**src/rtl/cpu_step_ctrl_pkg.sv**
```systemverilog
// Shared types for the CPU step clock controller: FSM state encoding and phase-timer width helper.
package cpu_step_pkg;

  typedef enum logic [1:0] {
    IDLE   = 2'd0,
    HIGH   = 2'd1,
    LOW    = 2'd2,
    HALTED = 2'd3
  } step_state_e;

  localparam int STEP_HIGH_DEF = 2;
  localparam int RUN_HALF_DEF  = 25_000_000;

  // Bits needed to hold the longer of the two phase lengths.
  function automatic int phase_w(input int a, input int b);
    int m;
    m = (a > b) ? a : b;
    return (m < 1) ? 1 : $clog2(m + 1);
  endfunction

  localparam int PHASE_W = phase_w(STEP_HIGH_DEF, RUN_HALF_DEF);

endpackage

```
**src/rtl/cpu_step_ctrl_if.sv**
```systemverilog
// Handshake/status bundle between the button stage, the step controller and the display logic.
interface cpu_step_ctrl_if #(
  parameter int CNT_W = 16
);
  logic             StepPulse;
  logic             RunMode;
  logic             Halt;
  logic             CPUCLK;
  logic             CPUCLK_Rise;
  logic [CNT_W-1:0] StepCount;
  logic             Busy;

  modport master (
    output StepPulse, RunMode, Halt,
    input  CPUCLK, CPUCLK_Rise, StepCount, Busy
  );

  modport slave (
    input  StepPulse, RunMode, Halt,
    output CPUCLK, CPUCLK_Rise, StepCount, Busy
  );
endinterface

```
**src/rtl/cpu_step_ctrl_phase_timer.sv**
```systemverilog
// Loadable down-counter timing one CPUCLK phase; done is high in the last cycle of the phase.
module phase_timer #(
  parameter int W = 2
) (
  input  logic         clk_i,
  input  logic         rst_i,
  input  logic         load_i,
  input  logic [W-1:0] load_val_i,
  output logic [W-1:0] value_o,
  output logic         done_o
);
  logic [W-1:0] cnt_q, cnt_d;

  always_comb begin
    cnt_d = cnt_q;
    if (load_i)
      cnt_d = load_val_i;
    else if (cnt_q != '0)
      cnt_d = cnt_q - 1'b1;
  end

  always_ff @(posedge clk_i) begin
    if (rst_i) cnt_q <= '0;
    else       cnt_q <= cnt_d;
  end

  assign value_o = cnt_q;
  assign done_o  = (cnt_q == W'(1));
endmodule

```
**src/rtl/cpu_step_ctrl.sv**
```systemverilog
// Generates CPUCLK from step events (fixed-width pulses) or free-runs it; freezes on Halt until Reset.
// Optional STEP_QUEUE_EN: one-deep pending step taken at the end of the current pulse.
module cpu_step_ctrl
  import cpu_step_pkg::*;
#(
  parameter int STEP_HIGH = 2,
  parameter int RUN_HALF  = 25_000_000,
  parameter int CNT_W     = 16
) (
  input  logic             BasysCLK,
  input  logic             Reset,
  cpu_step_ctrl_if.slave   bus
);
  localparam int PH_W = phase_w(STEP_HIGH, RUN_HALF);
  localparam logic [PH_W-1:0] STEP_LEN = PH_W'(STEP_HIGH);
  localparam logic [PH_W-1:0] RUN_LEN  = PH_W'(RUN_HALF);

  step_state_e      state_q, state_d;
  logic [PH_W-1:0]  len_q, len_d;
  logic             clk_q, clk_d;
  logic             rise_q, rise_d;
  logic             busy_q, busy_d;
  logic [CNT_W-1:0] cnt_q, cnt_d;
  logic             tmr_load, tmr_done, phase_end, step_queued;
  logic [PH_W-1:0]  tmr_val;

  phase_timer #(.W(PH_W)) u_timer (
    .clk_i      (BasysCLK),
    .rst_i      (Reset),
    .load_i     (tmr_load),
    .load_val_i (len_d),
    .value_o    (tmr_val),
    .done_o     (tmr_done)
  );

  // A drained timer also ends the phase so the FSM can never stall in HIGH/LOW.
  assign phase_end = tmr_done | (tmr_val == '0);

`ifdef STEP_QUEUE_EN
  logic pend_q, pend_d;

  assign step_queued = pend_q | (bus.StepPulse & ~bus.RunMode);

  always_comb begin
    pend_d = pend_q;
    if ((state_q == HIGH || state_q == LOW) && bus.StepPulse && !bus.RunMode)
      pend_d = 1'b1;
    if (bus.RunMode || state_d == HALTED || state_d == IDLE ||
        (state_q == LOW && state_d == HIGH))
      pend_d = 1'b0;
  end

  always_ff @(posedge BasysCLK) begin
    if (Reset) pend_q <= 1'b0;
    else       pend_q <= pend_d;
  end
`else
  assign step_queued = 1'b0;
`endif

  always_ff @(posedge BasysCLK) begin
    if (Reset) begin
      state_q <= IDLE;
      len_q   <= '0;
      clk_q   <= 1'b0;
      rise_q  <= 1'b0;
      busy_q  <= 1'b0;
      cnt_q   <= '0;
    end else begin
      state_q <= state_d;
      len_q   <= len_d;
      clk_q   <= clk_d;
      rise_q  <= rise_d;
      busy_q  <= busy_d;
      cnt_q   <= cnt_d;
    end
  end

  always_comb begin
    state_d = state_q;
    len_d   = len_q;
    case (state_q)
      IDLE: begin
        if (bus.Halt) begin
          state_d = HALTED;
        end else if (bus.RunMode) begin
          state_d = HIGH;
          len_d   = RUN_LEN;
        end else if (bus.StepPulse) begin
          state_d = HIGH;
          len_d   = STEP_LEN;
        end
      end
      HIGH: if (phase_end) state_d = LOW;
      LOW: begin
        if (phase_end) begin
          if (bus.Halt) begin
            state_d = HALTED;
          end else if (bus.RunMode) begin
            state_d = HIGH;
            len_d   = RUN_LEN;
          end else if (step_queued) begin
            state_d = HIGH;
            len_d   = STEP_LEN;
          end else begin
            state_d = IDLE;
          end
        end
      end
      HALTED:  state_d = HALTED;
      default: state_d = IDLE;
    endcase
    // The LOW phase reuses the length latched on entry to HIGH.
    tmr_load = (state_d != state_q) && (state_d == HIGH || state_d == LOW);
  end

  always_comb begin
    clk_d  = (state_d == HIGH);
    rise_d = (state_d == HIGH) && (state_q != HIGH);
    busy_d = (state_d != IDLE);
    cnt_d  = rise_d ? cnt_q + 1'b1 : cnt_q;
  end

  assign bus.CPUCLK      = clk_q;
  assign bus.CPUCLK_Rise = rise_q;
  assign bus.Busy        = busy_q;
  assign bus.StepCount   = cnt_q;
endmodule

```
**src/flat_wrapper.sv**
```systemverilog
// flat-port wrapper written by rule: the top's interface ports become plain ports
module cpu_step_ctrl_flat import cpu_step_pkg::*;
#(
  parameter int STEP_HIGH = 2,
  parameter int RUN_HALF  = 25_000_000,
  parameter int CNT_W     = 16
)
  (BasysCLK, Reset, bus_StepPulse, bus_RunMode, bus_Halt, bus_CPUCLK, bus_CPUCLK_Rise, bus_StepCount, bus_Busy);
  cpu_step_ctrl_if #(.CNT_W(CNT_W)) bus_i ();
  input  logic BasysCLK;
  input  logic Reset;
  input wire logic [$bits(bus_i.StepPulse)-1:0] bus_StepPulse;
  input wire logic [$bits(bus_i.RunMode)-1:0] bus_RunMode;
  input wire logic [$bits(bus_i.Halt)-1:0] bus_Halt;
  output wire logic [$bits(bus_i.CPUCLK)-1:0] bus_CPUCLK;
  output wire logic [$bits(bus_i.CPUCLK_Rise)-1:0] bus_CPUCLK_Rise;
  output wire logic [$bits(bus_i.StepCount)-1:0] bus_StepCount;
  output wire logic [$bits(bus_i.Busy)-1:0] bus_Busy;
  assign bus_i.StepPulse = bus_StepPulse;
  assign bus_i.RunMode = bus_RunMode;
  assign bus_i.Halt = bus_Halt;
  assign bus_CPUCLK = bus_i.CPUCLK;
  assign bus_CPUCLK_Rise = bus_i.CPUCLK_Rise;
  assign bus_StepCount = bus_i.StepCount;
  assign bus_Busy = bus_i.Busy;
  cpu_step_ctrl #(.STEP_HIGH(STEP_HIGH), .RUN_HALF(RUN_HALF), .CNT_W(CNT_W)) u_core (.BasysCLK(BasysCLK), .Reset(Reset), .bus(bus_i));
endmodule
```
**config.mk**
```make
export PLATFORM = sky130hd
export DESIGN_NAME = cpu_step_ctrl_flat
export DESIGN_NICKNAME = d
export VERILOG_FILES = /design/src/rtl/cpu_step_ctrl_pkg.sv /design/src/rtl/cpu_step_ctrl_if.sv /design/src/rtl/cpu_step_ctrl_phase_timer.sv /design/src/rtl/cpu_step_ctrl.sv /design/src/flat_wrapper.sv
export SDC_FILE = /design/constraint.sdc
export NUM_CORES = 1
export LEC_CHECK = 0
export BUFFER_PORTS_ARGS = -buffer_cell sky130_fd_sc_hd__buf_2
export CORE_MARGIN = 3
export CORE_UTILIZATION = 53
export CTS_CLUSTER_SIZE = 28
export DETAILED_ROUTE_END_ITERATION = 8
export PLACE_DENSITY = 0.79
export SYNTH_ARGS = -nofsm -noshare
export SYNTH_HDL_FRONTEND = slang
export SYNTH_SLANG_ARGS = --single-unit
```
**constraint.sdc**
```tcl
create_clock -name BasysCLK -period 3.7 [get_ports BasysCLK]
set_input_delay 0.185 -clock BasysCLK [delete_from_list [all_inputs] [get_ports BasysCLK]]
set_output_delay 0.185 -clock BasysCLK [all_outputs]
set_load 0.05 [all_outputs]
```
==> results.sh, run 1 <==
export IMPL_pin_count=24
export IMPL_num_nets_final=373
export IMPL_yosysWarnings=0
export IMPL_clk_pin_slew_worst_paths_ps=70
export IMPL_path_cells="or4_1 > a2111oi_4 > a21bo_4 > a21oi_1 > or2_2 > ha_1 > a21bo_2 > a211oi_1 > o211ai_1 > nand2_1 > o22ai_1"
export IMPL_async_flop_share_pct=0
export IMPL_dp_hpwl_um=4350
export IMPL_cp_start_kind="register"
export IMPL_critPathMaxFanout=12
export IMPL_setup_violations=0
export IMPL_grt_use_total_pct=20.7
export IMPL_drive_above_1_share_pct=14.2
export IMPL_cp_slowest_stage_delay_ps=590
export IMPL_h_tree_depth=3
export IMPL_synth_ff_type="dfxtp_1"
export IMPL_outcome="completed"
export IMPL_ys_seq_area_share_pct=45.8
export IMPL_grt_first_pass_wirelength_um=10800
export IMPL_finalPower_mw=2.85
export IMPL_layoutNonFillerInstCount=439
export IMPL_cts_buffer_depth=2
export IMPL_register_area_sq_um=1420
export IMPL_synthXorXnorAreaFrac_pct=9.02
export IMPL_synth_compound_area_share_pct=17.2
export IMPL_core_area_sq_um=5570
export IMPL_leakagePower_nw=1.38
export IMPL_grt_setup_unrepaired="no"
export IMPL_cts_hold_buf=0
export IMPL_period_needed_ps=3590
export IMPL_portBuffers=23
export IMPL_utilization_pct=62.4
export IMPL_fillers=464
export IMPL_critPathCaptureType="register"
export IMPL_slowest_stage="or4_1"
export IMPL_path_class="register to register"
export IMPL_drc=0
export IMPL_slew_headroom_pct=54.7
export IMPL_antenna_diode_count=0
export IMPL_synthesis_area_sq_um=3110
export IMPL_vias=2531
export IMPL_overflow=0
export IMPL_multi_input_area_sq_um=1570
export IMPL_grt_max_degree=39
export IMPL_wire_per_inst_um=14.5
export IMPL_die_y_um=82.6
export IMPL_syn_nets=349
export IMPL_skew_ps=10.2
export IMPL_finalHoldViolCount=0
export IMPL_cp_arrival_ps=3800
export IMPL_min_path_type="input pin to register"
export IMPL_yosys_area_share_simple_pct=21.7
export IMPL_path_buf_inv=0
export IMPL_routed_via_density=5.77
export IMPL_clock_latency_ps=360
export IMPL_power_density_nw_per_um2=818
export IMPL_fmax_mhz=278
export IMPL_syn_inst=338
export IMPL_avgSynthCellArea_sq_um=9.19
export IMPL_min_period_over_period_pct=97.1
export IMPL_cts_sinks=71
export IMPL_place_inst=422
export IMPL_crit_family="compound AO/OA/AOI/OAI gates"
export IMPL_die_area_sq_um=6820
export IMPL_tightest_slew_ps=679
export IMPL_die_width_um=82.6
export IMPL_cts_root_buf="clkbuf_8"
export IMPL_synth_top_family_by_area="simple AND/OR/NAND/NOR gates"
export IMPL_numCtsBuffers=9
export IMPL_maxCapViolCount=0
export IMPL_area_growth_pct=12.0
export IMPL_cts_tree="built"
export IMPL_wl_um=6350
export IMPL_slew_viol_final=0
export IMPL_grt_pass1_vias=2379
export IMPL_synth_mux_area_fraction_pct=0
export IMPL_drt_iter0_drc=160
export IMPL_num_rows=27
export IMPL_irDropWorstVdd_mv=0.391
export IMPL_finalSetupTns_ps=0
export IMPL_dr_pass1_iters=6
export IMPL_ys_ff_latch=71
export IMPL_synth_distinct_cells=41
export IMPL_yosys_area_share_adder_pct=2.42
export IMPL_gp_congestion=0.880
export IMPL_crit_required_ps=3910
export IMPL_antenna_found_initial=0
export IMPL_start_util_pct=55.7
export IMPL_synth_edf_count=0
export IMPL_ant_nets=0
kinds of logic after synthesis:
family                     count (synthesis)
AOI/OAI and AO/OA                         69
xor gates and xnor gates                  32
adders and majority gates                  6
buffers and inverters                     28
DFF                                       71
and+or+nand+nor                          132
path summary, 6_finish.rpt:
check	startpoint	to	slack (ps)	cells after the start
max	u_core.u_timer.value_o[16]	u_core.u_timer.value_o[12]	110	11
min	Reset	u_core.bus.Busy	350	2
min reg2reg	u_core.len_q[17]	u_core.len_q[17]	470	1
max reg2reg	u_core.u_timer.value_o[16]	u_core.u_timer.value_o[12]	110	11
cell type report:
cell class,count,area share [%]
Clock buffer,10,3.67
Tap cell,72,2.59
Timing Repair Buffer,29,4.60
Multi-Input combinational cell,239,45.2
Clock inverter,6,1.76
Sequential cell,71,40.9
Inverter,12,1.29
cell usage after synthesis, types with 3 or more instances:
cell | number | area (sq um)
dfxtp_1 | 71 | 1420
and2_1 | 15 | 93.8
a22oi_1 | 12 | 90.1
inv_1 | 12 | 45.0
nand2_1 | 14 | 52.6
or4_1 | 6 | 45.0
nand2b_1 | 3 | 18.8
nand3_1 | 13 | 65.1
or3_1 | 5 | 31.3
and4_1 | 3 | 26.3
a32o_1 | 11 | 110
o21ai_0 | 5 | 25.0
a21oi_1 | 12 | 60.1
xnor2_1 | 16 | 140
nor2_1 | 42 | 158
xor2_1 | 16 | 140
buf_2 | 5 | 25.0
nand4_1 | 4 | 25.0
a21o_1 | 3 | 22.5
nor4_1 | 9 | 56.3
ha_1 | 6 | 75.1
o22ai_1 | 12 | 75.1
nor3_1 | 11 | 55.1
and3_1 | 3 | 18.8
clkbuf_1 | 10 | 37.5
stage by stage:
| stage | setup slack (ps) | hold WS (ps) | instance area (sq um) |
|---|---|---|---|
| floorplan | 245 | 422 | 3110 |
| CTS | 91.3 | 346 | 3460 |
| global placement | 234 | 444 | 3280 |
| finish | 109 | 347 | 3480 |
| global route | 19.1 | 387 | 3480 |
| detailed placement | 130 | 444 | 3280 |
layout by cell type (no fill, tap or decap), types with 3 or more instances in the layout:
cell type | synthesis | layout
dfxtp_1 | 71 | 71
nor2_1 | 42 | 42
buf_2 | 5 | 23
xor2_1 | 16 | 16
xnor2_1 | 16 | 16
nand2_1 | 14 | 14
and2_1 | 15 | 14
inv_1 | 12 | 12
a21oi_1 | 12 | 12
nand3_1 | 13 | 12
a22oi_1 | 12 | 12
o22ai_1 | 12 | 12
nor3_1 | 11 | 11
a32o_1 | 11 | 11
nor4_1 | 9 | 9
clkbuf_8 | 0 | 9
or4_1 | 6 | 6
ha_1 | 6 | 6
buf_4 | 0 | 6
or3_1 | 5 | 5
o21ai_0 | 5 | 5
nand4_1 | 4 | 4
and4_1 | 3 | 3
nand2b_1 | 3 | 3
a21o_1 | 3 | 3
and3_1 | 3 | 3
clkinv_2 | 0 | 3
what timing repair did:
| item | 4_1_cts | 5_1_grt |
|---|---|---|
| gates resized for setup | 0 | 2 |
| setup buffers | 0 | 1 |
| endpoints found under the setup margin | 0 | 23 |
routing by layer:
layer | vias up | share of wire, % | track usage, % | routed length, um
met1 | 1200 | 46 | 26.2 | 2940
met2 | 50 | 47 | 32.1 | 2970
met5 | - | 0 | 0 | 0
met3 | 15 | 4.6 | 6.29 | 291
met4 | 0 | 2.4 | 9.80 | 153
li1 | 1266 | - | - | -
registers in the layout (all words and copies together), names as in the netlist:
name,flops
u_core.u_timer.value_o,25
u_core.bus.CPUCLK_Rise,1
u_core.bus.Busy,1
u_core.bus.CPUCLK,1
u_core.bus.StepCount,16
u_core.len_q,25
u_core.state_q,2
worst reg2reg max path, delay by kind of cell, from the launching register on:
family / cells / cell delay [ps]
compound gates: 7 / 1560
flops: 1 / 340
simple gates: 3 / 1260
fa+ha+maj: 1 / 300
power breakdown:
group / switching [mW] / internal [mW] / leakage [nW]
Sequential: 0.105 / 0.888 / 0.578
Clock: 0.301 / 0.309 / 0.0960
Combinational: 0.745 / 0.498 / 0.710
Total: 1.15 / 1.70 / 1.38
Power figures use the tool's default switching activity.
==> run 2, diff against run 1 <==
- CORE_UTILIZATION: 53 -> 54
- SYNTH_HIERARCHICAL: default -> 1
==> results.sh, run 2 <==
export IMPL_outcome="completed"
export IMPL_gp_congestion=0.894
export IMPL_cts_tree="built"
export IMPL_setup_ws_ps=219
export IMPL_irDropWorstVdd_mv=0.428
export IMPL_utilization_pct=63.5
export IMPL_setup_violations=0
export IMPL_yosysTopAreaCellShare_pct=40.2
export IMPL_yosysWarnings=6
export IMPL_fmax_mhz=287
export IMPL_synth_edf_count=0
export IMPL_start_util_pct=57.6
export IMPL_pin_count=24
export IMPL_cts_resized=0
export IMPL_routed_via_density=5.53
export IMPL_grt_pass1_vias=2712
export IMPL_core_area_sq_um=6130
export IMPL_synthTopCellsByArea="dfxtp_1 40%, xnor2_1 5.5%, and2_1 4.8%, nor2_1 4.8%, o211a_1 2.5%"
export IMPL_die_y_um=86.9
export IMPL_num_rows=28
export IMPL_power_density_nw_per_um2=762
export IMPL_min_path_type="input pin to register"
export IMPL_synthesis_area_sq_um=3530
export IMPL_antenna_found_initial=0
export IMPL_synth_largest_area_cell="dfxtp_1"
export IMPL_area_growth_pct=10.2
export IMPL_leakagePower_nw=1.69
export IMPL_num_nets_final=426
export IMPL_syn_nets=404
export IMPL_finalHoldViolCount=0
export IMPL_cts_buffer_depth=2
export IMPL_dr_pass1_iters=4
export IMPL_switching_share_pct=39.3
export IMPL_synth_ff_type="dfxtp_1"
export IMPL_p_comb_share_pct=43.6
export IMPL_min_period_over_period_pct=94.1
export IMPL_tightest_slew_ps=722
export IMPL_p_sw_mw=1.17
export IMPL_synth_distinct_cells=53
export IMPL_vias=2731
export IMPL_period_needed_ps=3480
export IMPL_cp_start_kind="register"
export IMPL_yosysMostFrequentCell="dfxtp_1"
export IMPL_maxCapViolCount=0
export IMPL_cp_arrival_ps=3700
export IMPL_numCtsBuffers=9
export IMPL_wire_per_inst_um=14.1
export IMPL_r2r_worst_path_cells=11
export IMPL_final_cell_mix="71 x dfxtp_1, 45 x nor2_1, 27 x and2_1"
export IMPL_ys_seq_area_share_pct=40.2
export IMPL_finalSetupTns_ps=0
export IMPL_drive_above_1_share_pct=15.8
export IMPL_die_width_um=86.9
export IMPL_portBuffers=23
export IMPL_h_tree_depth=3
export IMPL_syn_inst=393
export IMPL_grt_first_pass_wirelength_um=12200
export IMPL_drt_iter0_drc=169
export IMPL_ys_ff_latch=71
export IMPL_slew_viol_final=0
export IMPL_skew_ps=10.3
export IMPL_grt_max_degree=49
export IMPL_path_class="register to register"
export IMPL_cts_hold_buf=0
export IMPL_grt_use_total_pct=20.3
export IMPL_antenna_diode_count=0
export IMPL_dp_hpwl_um=4820
export IMPL_final_common_cell="dfxtp_1"
export IMPL_overflow=0
export IMPL_wl_um=6970
export IMPL_min_delay_path_depth=3
export IMPL_p_int_mw=1.80
export IMPL_avgSynthCellArea_sq_um=8.99
export IMPL_die_area_sq_um=7550
export IMPL_netlist_top_cells_count="71 x dfxtp_1, 45 x nor2_1, 27 x and2_1"
export IMPL_slew_headroom_pct=51.9
export IMPL_cts_setup_buffers=0
export IMPL_async_flop_share_pct=0
export IMPL_power_frac_seq_pct=35.6
export IMPL_critPathMaxFanout=8
export IMPL_cts_sinks=71
export IMPL_clock_latency_ps=340
export IMPL_ant_nets=0
export IMPL_drc=0
export IMPL_cts_root_buf="clkbuf_8"
export IMPL_whs_ps=203
export IMPL_clk_pin_slew_worst_paths_ps=70
export IMPL_preCtsSetupSlack_ps=203
export IMPL_crit_required_ps=3920
export IMPL_p_clk_share_pct=20.8
export IMPL_critPathCaptureType="register"
-- run 2: worst max-delay path, cell delays in order (launching register included) --
cell	delay (ps)
dfxtp_1	360
or4_1	550
or4_1	480
nor3_2	200
a21o_1	160
mux2i_1	100
and2_1	190
ha_1	270
o21a_1	150
nor4_4	440
or2_1	340
nor2_1	90
-- run 2: logic make-up after synthesis --
kind of cell / after synthesis / share of synthesized area, %
mux: 6 / 1.70
compound gates: 69 / 14.9
simple gates: 177 / 28.8
xor+xnor: 32 / 7.93
buf+inv: 32 / 4.39
flops: 71 / 40.2
fa+ha+maj: 6 / 2.12
-- run 2: cell type report --
cell class	instances	area [sq um]
fill	507	2240
sequential	71	1420
tap	75	93.8
inverter	13	48.8
clock inverter	4	45.0
clock buffer	11	151
multi-input combinational	290	1960
timing repair buffer	30	171
-- run 2: power by group through the flow --
stage	Sequential, mW	Clock [mW]	Combinational, mW
floorplan	1.09	0	0.956
global placement	1.06	0	1.23
detailed placement	1.07	0	1.26
CTS	1.06	0.631	1.27
global route	1.08	0.672	1.44
finish	1.06	0.617	1.29
-- run 2: routing by layer --
layer | GRT usage [%] | up-vias | wire (um)
li1 | - | 1407 | -
met1 | 25.3 | 1261 | 3360
met2 | 33.3 | 51 | 3230
met3 | 5.30 | 12 | 269
met4 | 7.79 | 0 | 103
met5 | 0 | - | 0
-- run 2: through the flow --
step	cell area (sq um)	power (mW)	instances
3_5_place_dp	3690	2.33	479
6_report	3890	2.97	494
5_1_grt	3890	3.19	494
2_1_floorplan	3530	2.05	393
4_1_cts	3880	2.96	494
3_3_place_gp	3690	2.30	479
-- run 2: worst paths after layout --
kind,start,endpoint,slack [ps]
worst max-delay path,u_core/u_timer/value_o[16],u_core/u_timer/value_o[4],220
worst min-delay path,bus_StepPulse,u_core/len_q[1],200
worst max register to register,u_core/u_timer/value_o[16],u_core/u_timer/value_o[4],220
worst min register to register,u_core/len_q[7],u_core/len_q[7],450
==> run 3, diff against run 2 <==
- CORE_UTILIZATION: 54 -> 50
- PLACE_DENSITY: 0.79 -> 0.75
- SLEW_MARGIN: default -> 20
==> results.sh, run 3 (synthesis gave the netlist of run 2 again) <==
export IMPL_critPathCaptureType="register"
export IMPL_outcome="completed"
export IMPL_h_tree_depth=3
export IMPL_final_common_cell="dfxtp_1"
export IMPL_irDropWorstVdd_mv=0.326
export IMPL_die_width_um=90.1
export IMPL_place_inst=500
export IMPL_grt_use_total_pct=18.3
export IMPL_ant_nets=0
export IMPL_switching_share_pct=39.2
export IMPL_tightest_slew_ps=780
export IMPL_fmax_mhz=293
export IMPL_wl_um=7190
export IMPL_num_rows=30
export IMPL_crit_family="simple AND/OR/NAND/NOR gates"
export IMPL_drt_iter0_drc=224
export IMPL_cp_arrival_ps=3670
export IMPL_gp_congestion=0.898
export IMPL_cts_buffer_depth=2
export IMPL_power_frac_seq_pct=34.6
export IMPL_cp_start_kind="register"
export IMPL_grt_setup_unrepaired="no"
export IMPL_area_growth_pct=12.0
export IMPL_min_period_over_period_pct=92.2
export IMPL_cts_tree="built"
export IMPL_path_class="register to register"
export IMPL_critPathMaxFanout=6
export IMPL_crit_required_ps=3960
export IMPL_vias=2786
export IMPL_antenna_diode_count=0
export IMPL_crit_top_cell="or4_1"
export IMPL_cts_root_buf="clkbuf_8"
export IMPL_final_cell_mix="71 x dfxtp_1, 45 x nor2_1, 27 x and2_1"
export IMPL_slew_headroom_pct=48.0
export IMPL_overflow=0
export IMPL_cp_slowest_stage_delay_ps=540
export IMPL_skew_ps=12.9
export IMPL_layoutNonFillerInstCount=516
export IMPL_cts_setup_buffers=0
export IMPL_core_area_sq_um=6830
export IMPL_setup_violations=0
export IMPL_slowest_stage="or4_1"
export IMPL_num_nets_final=426
export IMPL_drive_above_1_share_pct=16.2
export IMPL_power_density_nw_per_um2=776
export IMPL_dp_hpwl_um=4930
export IMPL_p_int_mw=1.87
export IMPL_numCtsBuffers=9
export IMPL_grt_first_pass_wirelength_um=12100
export IMPL_routed_via_density=5.40
export IMPL_pin_count=24
export IMPL_grt_max_degree=49
export IMPL_path_cells="or4_1 > or4_1 > nor3_2 > a21o_1 > mux2i_1 > and2_1 > ha_1 > o21a_1 > nor4_4 > buf_4 > or3_1 > a221oi_1"
export IMPL_cts_sinks=71
export IMPL_period_needed_ps=3410
export IMPL_slew_viol_final=0
export IMPL_dr_pass1_iters=5
export IMPL_die_y_um=90.1
export IMPL_clock_latency_ps=360
export IMPL_die_area_sq_um=8110
export IMPL_grt_pass1_vias=2587
export IMPL_leakagePower_nw=1.71
export IMPL_antenna_found_initial=0
export IMPL_path_buf_inv=1
export IMPL_finalSetupTns_ps=0
export IMPL_drc=0
export IMPL_clk_pin_slew_worst_paths_ps=80
export IMPL_portBuffers=23
export IMPL_min_path_type="input pin to register"
export IMPL_wire_per_inst_um=13.9
export IMPL_p_sw_mw=1.20
export IMPL_finalHoldViolCount=0
export IMPL_maxCapViolCount=0
export IMPL_cts_hold_buf=0
export IMPL_p_comb_share_pct=42.1
export IMPL_p_clk_share_pct=23.3
export IMPL_start_util_pct=51.7
## run 3: cell count changes in the layout (fill, tap and decap cells not counted), sizes merged
| cell | change |
|---|---|
| clkinv | -1 |
| bufinv | +1 |
| clkbuf | -1 |
| inv | +2 |
## run 3: timing repair
item,CTS,global route
hold endpoints to repair,0,0
setup endpoints to repair,0,27
resized for setup,0,3
## run 3: metal layers
metal | vias to the layer above | part of all wire [%] | global-route usage [%]
met4 | 0 | 1.8 | 7.40
met3 | 12 | 5.5 | 5.69
met2 | 65 | 48 | 27.3
li1 | 1405 | - | -
met1 | 1304 | 45 | 24.5
met5 | - | 0 | 0
## run 3: power groups by stage
stage	clock (mW)	sequential, mW	combinational, mW
after floorplan	0	1.09	0.956
after global placement	0	1.06	1.23
after detailed placement	0	1.07	1.27
after CTS	0.727	1.06	1.28
after global routing	0.762	1.08	1.44
final	0.714	1.06	1.29
## run 3: worst paths after layout
| path | startpoint | to | slack (ps) | depth (start not counted) |
|---|---|---|---|---|
| worst max register to register | u_core/u_timer/value_o[16] | u_core/u_timer/value_o[13] | 290 | 12 |
| worst max-delay path | u_core/u_timer/value_o[16] | u_core/u_timer/value_o[13] | 290 | 12 |
| worst min-delay path | bus_StepPulse | u_core/len_q[1] | 200 | 3 |
| worst min register to register | u_core/len_q[8] | u_core/len_q[8] | 450 | 1 |
## run 3: layout make-up
cell class              instances  area (sq um)
well taps                      96           120
clock buffers                  10           138
repair buffers                 30           171
multi-input cells             290          1970
inverters                      13          48.8
fillers                       587          2870
clock inverters                 6          91.3
flip-flops and latches         71          1420
## run 3: through the flow
step                utilization (%)  worst slack (ps)  hold WS (ps)  cell area, sq um  total power [mW]
global route                   57.9              11.6           222              3960              3.28
CTS                            57.7              48.3           188              3940              3.07
global placement               54.4               278           433              3710              2.30
detailed placement             54.4              82.6           435              3710              2.34
floorplan                         -               171           255              3530              2.05
finish                         57.9               287           197              3960              3.07
## run 3: worst register-to-register path, cell delays in order (launching register included)
cell,delay [ps]
dfxtp_1,360
or4_1,540
or4_1,490
nor3_2,220
a21o_1,170
mux2i_1,100
and2_1,190
ha_1,280
o21a_1,200
nor4_4,80
buf_4,160
or3_1,300
a221oi_1,230
